--- config.mk ---
export PLATFORM = sky130hd
export DESIGN_NAME = uart_tx_framer
export DESIGN_NICKNAME = d
export VERILOG_FILES = /design/src/rtl/uart_pkg.sv /design/src/rtl/uart_tx_hold.sv /design/src/rtl/uart_tx_framer.sv
export SDC_FILE = /design/constraint.sdc
export NUM_CORES = 1
export LEC_CHECK = 0
export ABC_AREA = 1
export CAP_MARGIN = 40
export CORE_MARGIN = 5
export CORE_UTILIZATION = 50
export CTS_CLUSTER_DIAMETER = 100
export DETAILED_ROUTE_END_ITERATION = 8
export GPL_TIMING_DRIVEN = 0
export PLACE_DENSITY = 0.7
export SYNTH_ARGS = -nofsm -noshare
export SYNTH_HDL_FRONTEND = slang
export SYNTH_SLANG_ARGS = --single-unit
--- constraint.sdc ---
create_clock -name clk_in -period 2.5 [get_ports clk_in]
set_input_delay 0.5 -clock clk_in [delete_from_list [all_inputs] [get_ports clk_in]]
set_output_delay 0.5 -clock clk_in [all_outputs]
set_load 0.02 [all_outputs]
--- src/rtl/uart_pkg.sv ---
// Shared types and constants for the UART transmit path.
package uart_pkg;

    // Frame sequencer states, exported on the framer's debug port.
    typedef enum logic [2:0] {
        IDLE   = 3'd0,
        START  = 3'd1,
        DATA   = 3'd2,
        PARITY = 3'd3,
        STOP   = 3'd4
    } tx_state_e;

    // Baud-rate generator select codes (s1:s0).
    localparam logic [1:0] BAUD_SEL_4800  = 2'b00;
    localparam logic [1:0] BAUD_SEL_9600  = 2'b01;
    localparam logic [1:0] BAUD_SEL_19200 = 2'b10;
    localparam logic [1:0] BAUD_SEL_38400 = 2'b11;

    // Nominal bit periods in microseconds for each select code.
    localparam int BAUD_US_4800  = 208;
    localparam int BAUD_US_9600  = 104;
    localparam int BAUD_US_19200 = 52;
    localparam int BAUD_US_38400 = 26;

    // Parity mode encodings.
    localparam logic PARITY_EVEN = 1'b0;
    localparam logic PARITY_ODD  = 1'b1;

    // Bit period (us) for a given baud select code.
    function automatic int baud_period_us(input logic [1:0] sel);
        case (sel)
            BAUD_SEL_4800:  return BAUD_US_4800;
            BAUD_SEL_9600:  return BAUD_US_9600;
            BAUD_SEL_19200: return BAUD_US_19200;
            default:        return BAUD_US_38400;
        endcase
    endfunction

    // Parity over the low data_bits bits of data; even mode returns the XOR.
    function automatic logic frame_parity(input logic [8:0] data,
                                          input int data_bits,
                                          input logic mode);
        logic p;
        p = 1'b0;
        for (int i = 0; i < 9; i++) begin
            if (i < data_bits) begin
                p = p ^ data[i];
            end
        end
        return (mode == PARITY_EVEN) ? p : ~p;
    endfunction

endpackage

--- src/rtl/uart_tx_hold.sv ---
// One-entry holding buffer between the byte producer and the frame shifter.
//
// Handshake: a word transfers on a rising edge where in_valid && in_ready.
// in_ready is the inverse of the registered hold_valid flag, so it never
// depends combinationally on in_valid. The producer may drop or change
// in_valid/in_data freely while in_ready is low. pop empties the buffer and
// is only asserted while hold_valid is set, so a load and a pop can never
// land on the same edge.
module uart_tx_hold #(
    parameter int WIDTH = 8
) (
    input  logic             clk_in,
    input  logic             rst,
    input  logic             in_valid,
    input  logic [WIDTH-1:0] in_data,
    output logic             in_ready,
    input  logic             pop,
    output logic             hold_valid,
    output logic [WIDTH-1:0] hold_data
);

    logic accept;

    assign in_ready = !hold_valid;
    assign accept   = in_valid && in_ready;

    // Occupancy flag and payload: fill on accept, empty on pop.
    always_ff @(posedge clk_in) begin
        if (rst) begin
            hold_valid <= 1'b0;
            hold_data  <= '0;
        end else begin
            if (accept) begin
                hold_valid <= 1'b1;
                hold_data  <= in_data;
            end else if (pop) begin
                hold_valid <= 1'b0;
            end
        end
    end

endmodule

--- src/rtl/uart_tx_framer.sv ---
// UART transmit framer: start bit, LSB-first data, optional parity, stop
// bit(s). Every bit boundary is paced by the external baud_tick strobe and
// the line is driven from a register.
module uart_tx_framer
    import uart_pkg::*;
#(
    parameter int DATA_BITS  = 8,
    parameter int PARITY_EN  = 1,
    parameter int PARITY_ODD = 0,
    parameter int STOP_BITS  = 1
) (
    input  logic                 clk_in,
    input  logic                 rst,
    input  logic                 baud_tick,
    input  logic [DATA_BITS-1:0] tx_data,
    input  logic                 tx_valid,
    output logic                 tx_ready,
    output logic                 tx,
    output logic                 tx_busy,
    output logic                 tx_done,
    output tx_state_e            state_dbg
);

    localparam int CNT_W = 4;
    localparam logic [CNT_W-1:0] LAST_DATA = CNT_W'(DATA_BITS - 1);
    localparam logic [CNT_W-1:0] LAST_STOP = CNT_W'(STOP_BITS - 1);
    localparam logic HAS_PARITY  = (PARITY_EN != 0);
    localparam logic PARITY_MODE = (PARITY_ODD != 0) ? uart_pkg::PARITY_ODD
                                                     : uart_pkg::PARITY_EVEN;

    tx_state_e             state_q;
    tx_state_e             state_d;
    logic [DATA_BITS-1:0]  shift_q;
    logic [CNT_W-1:0]      cnt_q;
    logic                  parity_q;
    logic                  tx_q;
    logic                  tx_d;
    logic                  done_q;
    logic                  done_d;
    logic                  pop;
    logic                  hold_valid;
    logic [DATA_BITS-1:0]  hold_data;
    logic                  last_data;
    logic                  last_stop;

    uart_tx_hold #(
        .WIDTH(DATA_BITS)
    ) u_hold (
        .clk_in     (clk_in),
        .rst        (rst),
        .in_valid   (tx_valid),
        .in_data    (tx_data),
        .in_ready   (tx_ready),
        .pop        (pop),
        .hold_valid (hold_valid),
        .hold_data  (hold_data)
    );

    assign last_data = (cnt_q == LAST_DATA);
    assign last_stop = (cnt_q == LAST_STOP);

    // State register.
    always_ff @(posedge clk_in) begin
        if (rst) begin
            state_q <= IDLE;
        end else begin
            state_q <= state_d;
        end
    end

    // Next-state logic: the sequencer only advances on baud ticks.
    always_comb begin
        state_d = state_q;
        if (baud_tick) begin
            case (state_q)
                IDLE:    if (hold_valid) state_d = START;
                START:   state_d = DATA;
                DATA:    if (last_data) state_d = HAS_PARITY ? PARITY : STOP;
                PARITY:  state_d = STOP;
                STOP:    if (last_stop) state_d = hold_valid ? START : IDLE;
                default: state_d = IDLE;
            endcase
        end
    end

    // Output logic: next line level, end-of-frame pulse and buffer pop.
    always_comb begin
        tx_d   = tx_q;
        done_d = 1'b0;
        pop    = 1'b0;
        if (baud_tick) begin
            case (state_q)
                IDLE: begin
                    if (hold_valid) begin
                        tx_d = 1'b0;
                        pop  = 1'b1;
                    end
                end
                START:  tx_d = shift_q[0];
                DATA:   tx_d = last_data ? (HAS_PARITY ? parity_q : 1'b1) : shift_q[1];
                PARITY: tx_d = 1'b1;
                STOP: begin
                    tx_d = 1'b1;
                    if (last_stop) begin
                        done_d = 1'b1;
                        if (hold_valid) begin
                            tx_d = 1'b0;
                            pop  = 1'b1;
                        end
                    end
                end
                default: tx_d = 1'b1;
            endcase
        end
    end

    // Datapath: line register, done pulse, shifter, parity snapshot, counter.
    always_ff @(posedge clk_in) begin
        if (rst) begin
            tx_q     <= 1'b1;
            done_q   <= 1'b0;
            shift_q  <= '0;
            parity_q <= 1'b0;
            cnt_q    <= '0;
        end else begin
            tx_q   <= tx_d;
            done_q <= done_d;
            if (pop) begin
                // Parity is fixed from the captured byte, not the moving shifter.
                shift_q  <= hold_data;
                parity_q <= frame_parity(9'(hold_data), DATA_BITS, PARITY_MODE);
                cnt_q    <= '0;
            end else if (baud_tick) begin
                case (state_q)
                    START: cnt_q <= '0;
                    DATA: begin
                        shift_q <= shift_q >> 1;
                        cnt_q   <= last_data ? '0 : cnt_q + 1'b1;
                    end
                    STOP:    cnt_q <= last_stop ? '0 : cnt_q + 1'b1;
                    default: cnt_q <= '0;
                endcase
            end
        end
    end

    assign tx        = tx_q;
    assign tx_busy   = (state_q != IDLE);
    assign tx_done   = done_q;
    assign state_dbg = state_q;

endmodule

# ---- Yosys cells after proc, flatten, opt, wreduce, memory -nomap -nowiden
# Cells that the tools add are included.
dict set report word_totals {
  ff_bits 27
  in_bits 12
  output_inout_bits 7
  elab_cells 76
}
dict set report op_classes {
  n_addsub 1
  eq_ne 8
  muxes 37
  n_bitwise 9
  reduce_logical 13
}
# cell n
set op_table {}
lappend op_table {{$mux 1} 25}
lappend op_table {{$mux 8} 3}
lappend op_table {{$pmux 3 s5} 1}
lappend op_table {{$mux 3} 3}
lappend op_table {{$mux 4} 2}
lappend op_table {{$pmux 4 s2} 1}
lappend op_table {{$xor 1x1->1} 7}
lappend op_table {{$eq 3x2->1 const B} 2}
lappend op_table {{$reduce_bool 2->1} 3}
lappend op_table {{$add 4x1->4 const B} 1}
lappend op_table {{$eq 4x3->1 const B} 1}
lappend op_table {{$logic_not 4->1} 1}
lappend op_table {{$ne 2x2->1 const B} 2}
lappend op_table {{$pmux 1 s4} 1}
lappend op_table {{$reduce_and 2->1} 2}
lappend op_table {{$reduce_and 4->1} 1}
lappend op_table {{$eq 3x1->1 const B} 1}
lappend op_table {{$eq 3x3->1 const B} 1}
lappend op_table {{$logic_not 3->1} 1}
lappend op_table {{$reduce_bool 3->1} 1}
lappend op_table {{$reduce_or 3->1} 1}
lappend op_table {{$ne 2x1->1 const B} 1}
lappend op_table {{$not 1->1} 2}
lappend op_table {{$pmux 1 s2} 1}
lappend op_table {{other kinds (3)} 3}

# ---- Depth between registers and ports, before layout
# Gate-level depths: netlist of the first run.
dict set report logic_depth {
  ltp_word 25
  ltp_mapped 10
  mapped_depth_nobuf 10
}

# ---- Cells and area by module
# Synthesis of the first run repeated with hierarchy kept, for this count alone.
dict set report hier_totals {
  hier_cells 213
  area_unflattened_um2 1458.9
}
# module instances cells_per_inst area_each_um2 seq_area_each_um2
set modules_own_cells {}
lappend modules_own_cells {uart_tx_framer 1 155 1068.5 360.3}
lappend modules_own_cells {uart_tx_hold 1 58 390.4 180.2}

# ---- Worst setup path after synthesis of the first run
# No wires, ideal clock.
dict set report synth_path {
  kind {flip-flop to output port}
  start {reg state_q[0], in the netlist state_dbg[0]}
  end {out tx_busy}
  arrival_time_ns 0.900
  required_ns 2.000
  path_slack_ns 1.100
  stages_incl_launch_ff 5
  n_path_buf 0
  path_cell_list {dfxtp_1 nor2_4 inv_1 nor2_1 inv_1}
}
dict set report synth_via {
  elab_chain_cells 1
}
# item line_no
set synth_lines {}
lappend synth_lines {{from (decl)} uart_tx_framer.sv:31} ;# tx_state_e state_q;
lappend synth_lines {{from (signal assigned)} uart_tx_framer.sv:67} ;# state_q <= state_d;
lappend synth_lines {{$reduce_bool 3->1} uart_tx_framer.sv:148} ;# assign tx_busy = (state_q != IDLE);
lappend synth_lines {{to (decl)} uart_tx_framer.sv:19} ;# output logic tx_busy,
# Every way passes these cells.

# ---- Final worst setup path of the first run
# Ends and elaborated chain as after synthesis.

==> reports/metrics.yaml, run 1 <==
place:
  place.gp.congestion: 0.830
  place_ws_ns: 0.563
  port_buffers: 17
  post-dp-hpwl_um: 2180
synthesis:
  synth_edf_count: 0
  synth_top_area_share_pct: 40.1
  synthCells: 190
  avgSynthCellArea_um2: 7.09
  yosys.cell_count.top_type: "nand2_1"
  synth_cell_types: 25
  synthTopCellsByArea: "dfxtp_1 40%, nand2_1 13%, a21oi_1 6.7%"
  synthTopCellsByCount: "47 x nand2_1, 27 x dfxtp_1, 19 x inv_1"
  ys_seq_elements: 27
  synthArstFlopShare_pct: 0
  synth_ff_type: "dfxtp_1"
  yosys.area.top_type: "dfxtp_1"
  syn_area_um2: 1350
  synthesis.nets: 204
  ys_warn_count: 0
  synth_seq_area_share_pct: 40.1
critical_path:
  crit_start: "state_dbg[0]"
  critPathSlowestCell: "clkdlybuf4s50_1"
  crit_end: "tx_busy"
  worst-r2r-cell-count: 8
  crit_chain: "nor2_4 > inv_1 > nor2_1 > inv_1 > clkdlybuf4s50_1"
  cp.depth: 5
  rr_startpoint: "cnt_q[0]"
  worst-path-buf-inv: 3
  startpoint_type: "flop"
  required_ns: 2.00
  cpLargestDelayFamily: "buffers and inverters"
  rr_endpoint: "shift_q[1]"
  crit_type: "flop to primary output"
  crit_arrival_ns: 1.74
  cp_max_fo: 6
  critPathCaptureType: "primary output"
  slowest_delay_ns: 0.53
  path_common_cell: "inv_1"
  reg2reg_slack_ns: 1.08
route:
  drt_iter0_drc: 44
  vias: 1261
  routedWlPerCell_um: 11.5
  drc: 0
  viasPerCell: 5.23
  finalWirelength_um: 2770
  ant_nets: 0
  first_pass_iters: 4
sta:
  worst_hold_slack_ns: 0.495
  max_freq_ghz: 0.447
  fin_ws_ns: 0.264
  setup_tns_ns: 0
  finalCriticalPeriod_ns: 2.24
  rsz0062_at_grt: "no"
  worst_slew_pin_slew_ns: 0.381
  finalMaxSlewViolations: 0
  max_slew_margin_pct: 74.6
  finalHoldViolCount: 0
  finalClockSkew_ns: 0.00169
  fin_crit_sh_pct: 89.4
  setup_viol: 0
power_and_ir_drop:
  p_leak_nw: 0.661
  ir_worst_vdd_mv: 0.439
  power.density_nw_per_um2: 662
clock_network:
  clkSlewWorstSetupHoldPaths_ns: 0.15
  cts_setup_buffers: 0
  clockBufferDepth: 2
  cts_htree_levels: 1
  cts_tree: "yes"
  cts.sinks: 27
  ctsResizeCount: 0
  clk_latency_ns: 0.33
  numCtsBuffers: 3
  cts_hold_buf: 0
  clockRootBuffer: "clkbuf_4"
hold_path:
  hp-class: "flop to flop"
global_route:
  antenna_found_initial: 0
  grt.total_usage_pct: 17.1
  grt_pass1_wl_um: 4830
  grt_pass1_vias: 1182
  grt_max_degree: 17
  overflow: 0
layout:
  fillers: 239
  fin_nets: 226
  area_growth_pct: 17.6
  drive_gt1_share_pct: 10.4
  diodes: 0
floorplan:
  num_rows: 18
  core-area_um2: 2520
  dieArea_um2: 3830
  dieHeight_um: 61.9
  ios: 19
  start_util_pct: 53.4
  die_x_um: 61.9
outcome:
  status: "finished clean"
job:
  maxCapViolCount: 0
[metal layers]
layer	part of all wire, %	GRT usage (%)	routed length, um	vias to the layer above
li1	-	-	-	659
met5	0	0	0	-
met1	43	18.9	1200	568
met3	4.7	3.51	129	6
met4	2.1	8.18	57	0
met2	50	30.8	1390	28
[placed cells by master (no fill, tap or decap), drive strengths merged]
master	synthesis	layout
nand2	52	52
dfxtp	27	27
nor2	23	23
inv	21	21
a21oi	18	18
clkdlybuf4s50	0	17
o21ai	14	14
nand3	13	13
a31oi	6	6
clkbuf	2	5
buf	3	3
nor3	2	2
o211ai	2	2
xnor2	2	2
ha	2	2
clkinv	1	1
o31ai	1	1
nor4	1	1
clkinvlp	0	1
[final cells by class]
| cell class | instances | area (um^2) | share of cell area [%] |
|---|---|---|---|
| Inverter | 22 | 83.8 | 5.29 |
| Sequential cell | 27 | 541 | 34.1 |
| Buffer | 5 | 35.0 | 2.21 |
| Clock buffer | 3 | 22.5 | 1.42 |
| Tap cell | 30 | 37.5 | 2.37 |
| Timing Repair Buffer | 17 | 170 | 10.7 |
| Clock inverter | 1 | 7.51 | 0.474 |
| Multi-Input combinational cell | 136 | 688 | 43.4 |
[kinds of logic (layout without fill, tap and decap cells)]
| group | count (synthesis) | in the layout | synth area share (%) |
|---|---|---|---|
| and+or+nand+nor | 91 | 91 | 31.0 |
| buffers and inverters | 27 | 48 | 8.82 |
| adders and majority gates | 2 | 2 | 1.86 |
| DFF | 27 | 27 | 40.1 |
| xor gates and xnor gates | 2 | 2 | 1.30 |
| AOI/OAI and AO/OA | 41 | 41 | 16.9 |
[power breakdown]
part	switching [mW]	internal, mW
clock	0.138	0.0613
sequential	0.0388	0.467
combinational	0.199	0.144
[worst min path at each step]
stage	start	depth (start not counted)	end	slack, ns
5_1_grt	shift_q[7]	2	shift_q[7]	0.52
2_1_floorplan	u_hold.hold_data[3]	2	u_hold.hold_data[3]	0.46
3_3_place_gp	tx	2	tx	0.45
6_report	shift_q[2]	2	shift_q[2]	0.50
4_1_cts	shift_q[2]	2	shift_q[2]	0.49
3_5_place_dp	tx	2	tx	0.46
[per-stage QoR]
step	std cells	area [um^2]	util, %	power [mW]
2_1_floorplan	190	1350	-	0.752
3_3_place_gp	237	1560	61.7	0.852
3_5_place_dp	237	1560	61.7	0.860
4_1_cts	241	1590	62.8	1.06
5_1_grt	241	1590	62.8	1.12
6_report	241	1590	62.8	1.05
[registers in the layout, summed over array words and instances (netlist names)]
name	cells
cnt_q	4
shift_q	8
tx_done	1
parity_q	1
u_hold.hold_data	8
tx	1
state_dbg	3
u_hold.hold_valid	1
[worst register-to-register path, stage by stage, from the launching register on]
cell,delay (ns)
dfxtp_1,0.38
inv_1,0.08
ha_1,0.19
nand2_1,0.11
nand2_1,0.12
nand2_4,0.13
buf_6,0.14
nand3_1,0.07
a31oi_1,0.13
(Power assumes the default switching activity.)
==> run 2: changes to the inputs <==
Settings changed: CORE_UTILIZATION 50 to 48.
Clock period 2.5 ns to 1.9 ns, I/O delays scaled along.
==> run 2 against run 1 <==
Against the previous run:
- clock-buffer cell count stayed put
- highest routed layer unchanged
- utilization is 4.3 points lower
- non-clock buffer count is 2 higher
- setup slack worse by 0.17 ns
- first-iteration DRC count is 20% higher
- worst hold slack worse by 0.079 ns
- total power is 32% higher
- critical path depth stayed put
- sequential share of layout area is 0.16 points lower
==> reports/metrics.yaml, run 2 (synthesis gave the netlist of run 1 again) <==
outcome:
  status: "finished clean"
floorplan:
  die_x_um: 63.0
  num_rows: 19
  core-area_um2: 2730
  ios: 19
  dieArea_um2: 3970
  dieHeight_um: 63.0
  start_util_pct: 49.3
route:
  viasPerCell: 5.12
  drc: 0
  ant_nets: 0
  first_pass_iters: 4
  routedWlPerCell_um: 11.7
  finalWirelength_um: 2860
  vias: 1250
  drt_iter0_drc: 53
sta:
  worst_hold_slack_ns: 0.416
  max_freq_ghz: 0.555
  setup_tns_ns: 0
  setup_viol: 0
  finalHoldViolCount: 0
  finalMaxSlewViolations: 0
  fin_crit_sh_pct: 94.8
  worst_slew_pin_slew_ns: 0.370
  max_slew_margin_pct: 75.4
  finalClockSkew_ns: 0.00421
  finalCriticalPeriod_ns: 1.80
critical_path:
  worst-r2r-cell-count: 7
  cp_max_fo: 6
  critPathCaptureType: "primary output"
  crit_type: "flop to primary output"
  startpoint_type: "flop"
  rr_startpoint: "cnt_q[0]"
  reg2reg_slack_ns: 0.43
  rr_endpoint: "cnt_q[2]"
  required_ns: 1.52
  crit_arrival_ns: 1.42
power_and_ir_drop:
  ir_worst_vdd_mv: 0.541
  p_leak_nw: 0.676
  power.density_nw_per_um2: 866
clock_network:
  clk_latency_ns: 0.32
  clockBufferDepth: 2
  clockRootBuffer: "clkbuf_4"
  clkSlewWorstSetupHoldPaths_ns: 0.15
  cts.sinks: 27
  cts_tree: "yes"
  numCtsBuffers: 3
  cts_hold_buf: 0
  cts_htree_levels: 1
global_route:
  grt_pass1_wl_um: 4840
  grt_pass1_vias: 1180
  grt.total_usage_pct: 14.9
  grt_max_degree: 16
  overflow: 0
  antenna_found_initial: 0
layout:
  final_common_cell: "nand2_1"
  drive_gt1_share_pct: 12.2
  fillers: 267
  final_core_util_pct: 58.5
  fin_nets: 228
  diodes: 0
  fin_cells: 244
  mostFrequentLayoutCells: "47 x nand2_1, 25 x dfxtp_1, 19 x inv_1"
  area_growth_pct: 18.8
  reg.largest.list: "shift_q x8, u_hold.hold_data x8, cnt_q x4"
job:
  maxCapViolCount: 0
place:
  port_buffers: 17
  dp_cells: 238
  post-dp-hpwl_um: 2230
  place.gp.congestion: 0.810
hold_path:
  hold_end: "shift_q[7]"
  min_from: "rst"
  hp-class: "input pin to flop"
  hold_depth: 2
==> run 2: critical path, stage by stage, from the launching register on <==
cell	delay [ns]
dfxtp_2	0.40
nor2_4	0.17
inv_1	0.06
nor2_1	0.12
inv_1	0.05
dlygate4sd2_1	0.31
==> run 2: area by class of cell <==
| class | count | area, um^2 | share of cell area (%) |
|---|---|---|---|
| multi-input combinational | 136 | 688 | 43.0 |
| sequential | 27 | 543 | 33.9 |
| timing repair buffer | 19 | 184 | 11.5 |
| inverter | 22 | 83.8 | 5.24 |
| tap | 31 | 38.8 | 2.42 |
| buffer | 5 | 35.0 | 2.19 |
| clock buffer | 3 | 22.5 | 1.41 |
| clock inverter | 1 | 5.00 | 0.313 |
==> run 2: stage by stage <==
step	worst slack, ns	power [mW]	area, um^2
2_1_floorplan	0.570	0.990	1350
3_3_place_gp	0.0661	1.12	1560
3_5_place_dp	0.0729	1.13	1560
4_1_cts	0.0614	1.38	1590
5_1_grt	-0.00387	1.49	1600
6_report	0.0985	1.39	1600
==> run 2: power by group <==
| group | internal [mW] | switching, mW |
|---|---|---|
| sequential | 0.617 | 0.0506 |
| clock | 0.0789 | 0.169 |
| combinational | 0.201 | 0.270 |
==> run 2: routing by layer <==
metal  GRT usage (%)  up-vias  part of all wire (%)
met5               0        -                     0
li1                -      664                     -
met4            8.22        0                   1.5
met1            18.2      564                    47
met2            24.1       18                    48
met3            3.06        4                   3.3
==> run 2: worst max path at each step <==
stage / start / to / cells past startpoint
floorplan: state_dbg[2] / shift_q[5] / 9
detailed placement: tx_valid / u_hold.hold_data[5] / 7
global route: state_dbg[1] / tx_busy / 5
CTS: state_dbg[0] / tx_busy / 5
finish: state_dbg[1] / tx_busy / 5
global placement: baud_tick / shift_q[5] / 8
==> run 2: repair_timing <==
| item | in CTS | in global routing |
|---|---|---|
| buffers inserted | 0 | 2 |
| resized for setup | 3 | 0 |
| setup endpoints to repair | 3 | 1 |
| pin swaps | 0 | 1 |
==> run 3: changes to the inputs <==
Settings changed: CORE_MARGIN 5 to not set.
==> run 3 against run 2 <==
Against the previous run:
- fmax rose by 0.62%
- sequential power barely moved
- non-clock buffer count fell by 1
- largest cell class unchanged
- sequential share of layout area rose by 0.19 points
- critical endpoint is now state_dbg[0]
==> reports/metrics.yaml, run 3 (synthesis gave the netlist of run 1 again) <==
critical_path:
  critPathCaptureType: "primary output"
  cpLargestDelayFamily: "buffers and inverters"
  rr_startpoint: "cnt_q[0]"
  worst-path-buf-inv: 1
  crit_start: "state_dbg[0]"
  required_ns: 1.52
  critPathSlowestCell: "clkdlybuf4s50_1"
  crit_arrival_ns: 1.41
  crit_type: "flop to primary output"
  crit_chain: "clkdlybuf4s50_1"
  slowest_delay_ns: 0.63
  cp_max_fo: 6
  startpoint_type: "flop"
layout:
  drive_gt1_share_pct: 11.8
  reg.largest.list: "shift_q x8, u_hold.hold_data x8, cnt_q x4"
  final_common_cell: "nand2_1"
  fin_cells: 242
  area_growth_pct: 18.1
  diodes: 0
  final_core_util_pct: 62.0
  fin_nets: 227
  mostFrequentLayoutCells: "47 x nand2_1, 25 x dfxtp_1, 19 x inv_1"
  fillers: 254
global_route:
  grt.total_usage_pct: 21.1
  antenna_found_initial: 0
  grt_max_degree: 16
  grt_pass1_vias: 1124
  overflow: 0
  grt_pass1_wl_um: 4550
power_and_ir_drop:
  p_clk_share_pct: 18.3
  p_switching_uw: 485
  seq_power_share_pct: 48.6
  total_power_mw: 1.37
  comb_power_share_pct: 33.1
  p_sw_share_pct: 35.3
  power.density_nw_per_um2: 864
  p_leak_nw: 0.672
  internal-power_uw: 889
  ir_worst_vdd_mv: 0.703
floorplan:
  ios: 19
  start_util_pct: 52.5
  dieHeight_um: 55.0
  core-area_um2: 2570
  die_x_um: 55.0
  dieArea_um2: 3020
  num_rows: 18
sta:
  setup_tns_ns: 0
  worst_hold_slack_ns: 0.438
  finalClockSkew_ns: 0.00611
  finalMaxSlewViolations: 0
  fin_crit_sh_pct: 94.2
  finalCriticalPeriod_ns: 1.79
  setup_viol: 0
  max_slew_margin_pct: 73.5
  worst_slew_pin_slew_ns: 0.398
  rsz0062_at_grt: "no"
  finalHoldViolCount: 0
  max_freq_ghz: 0.559
clock_network:
  numCtsBuffers: 3
  clockBufferDepth: 2
  clkSlewWorstSetupHoldPaths_ns: 0.15
  cts_htree_levels: 1
  clk_latency_ns: 0.33
  clockRootBuffer: "clkbuf_4"
  cts.sinks: 27
  cts_tree: "yes"
route:
  drt_iter0_drc: 34
  vias: 1261
  viasPerCell: 5.21
  ant_nets: 0
  finalWirelength_um: 2690
  routedWlPerCell_um: 11.1
  first_pass_iters: 4
  drc: 0
outcome:
  status: "finished clean"
hold_path:
  hp-class: "input pin to flop"
  min_from: "rst"
place:
  place.gp.congestion: 0.789
  post-dp-hpwl_um: 2060
  port_buffers: 17
  dp_cells: 237
job:
  maxCapViolCount: 0
## run 3: per-layer routing
layer | wire [um] | track usage, %
met5 | 0 | 0
met4 | 15 | 4.58
met3 | 95 | 4.92
met2 | 1330 | 38.8
met1 | 1250 | 24.7
## run 3: final timing paths
| path | slack, ns | to | cells after the start |
|---|---|---|---|
| hold reg to reg | 0.49 | shift_q[7] | 2 |
| setup reg to reg | 0.48 | shift_q[6] | 8 |
| hold / removal | 0.44 | shift_q[7] | 2 |
| setup / recovery | 0.11 | state_dbg[0] | 1 |
## run 3: timing repair
item	in CTS	in global routing
hold buffers	0	0
endpoints found under the hold margin	0	0
pin swaps	0	1
gates resized for setup	3	0
endpoints found under the setup margin	3	1
setup buffers	0	1
## run 3: stage by stage
stage	worst slack, ns	cell area (um^2)
global placement	0.0691	1560
global route	0.0540	1590
detailed placement	0.0630	1560
finish	0.110	1590
floorplan	0.570	1350
CTS	0.0830	1580
## run 3: power by group through the flow
stage | Combinational (mW) | Clock, mW | Sequential (mW)
floorplan | 0.297 | 0 | 0.693
global placement | 0.441 | 0 | 0.677
detailed placement | 0.451 | 0 | 0.678
CTS | 0.445 | 0.258 | 0.668
global route | 0.509 | 0.277 | 0.676
finish | 0.454 | 0.252 | 0.668
## run 3: layout make-up
type                    count  area (um^2)  area share [%]
well taps                  30         37.5            2.36
plain buffers               5         35.0            2.20
multi-input cells         136          688            43.2
clock buffers               3         22.5            1.42
flip-flops and latches     27          543            34.1
clock inverters             1         5.00           0.314
repair buffers             18          176            11.1
inverters                  22         83.8            5.27
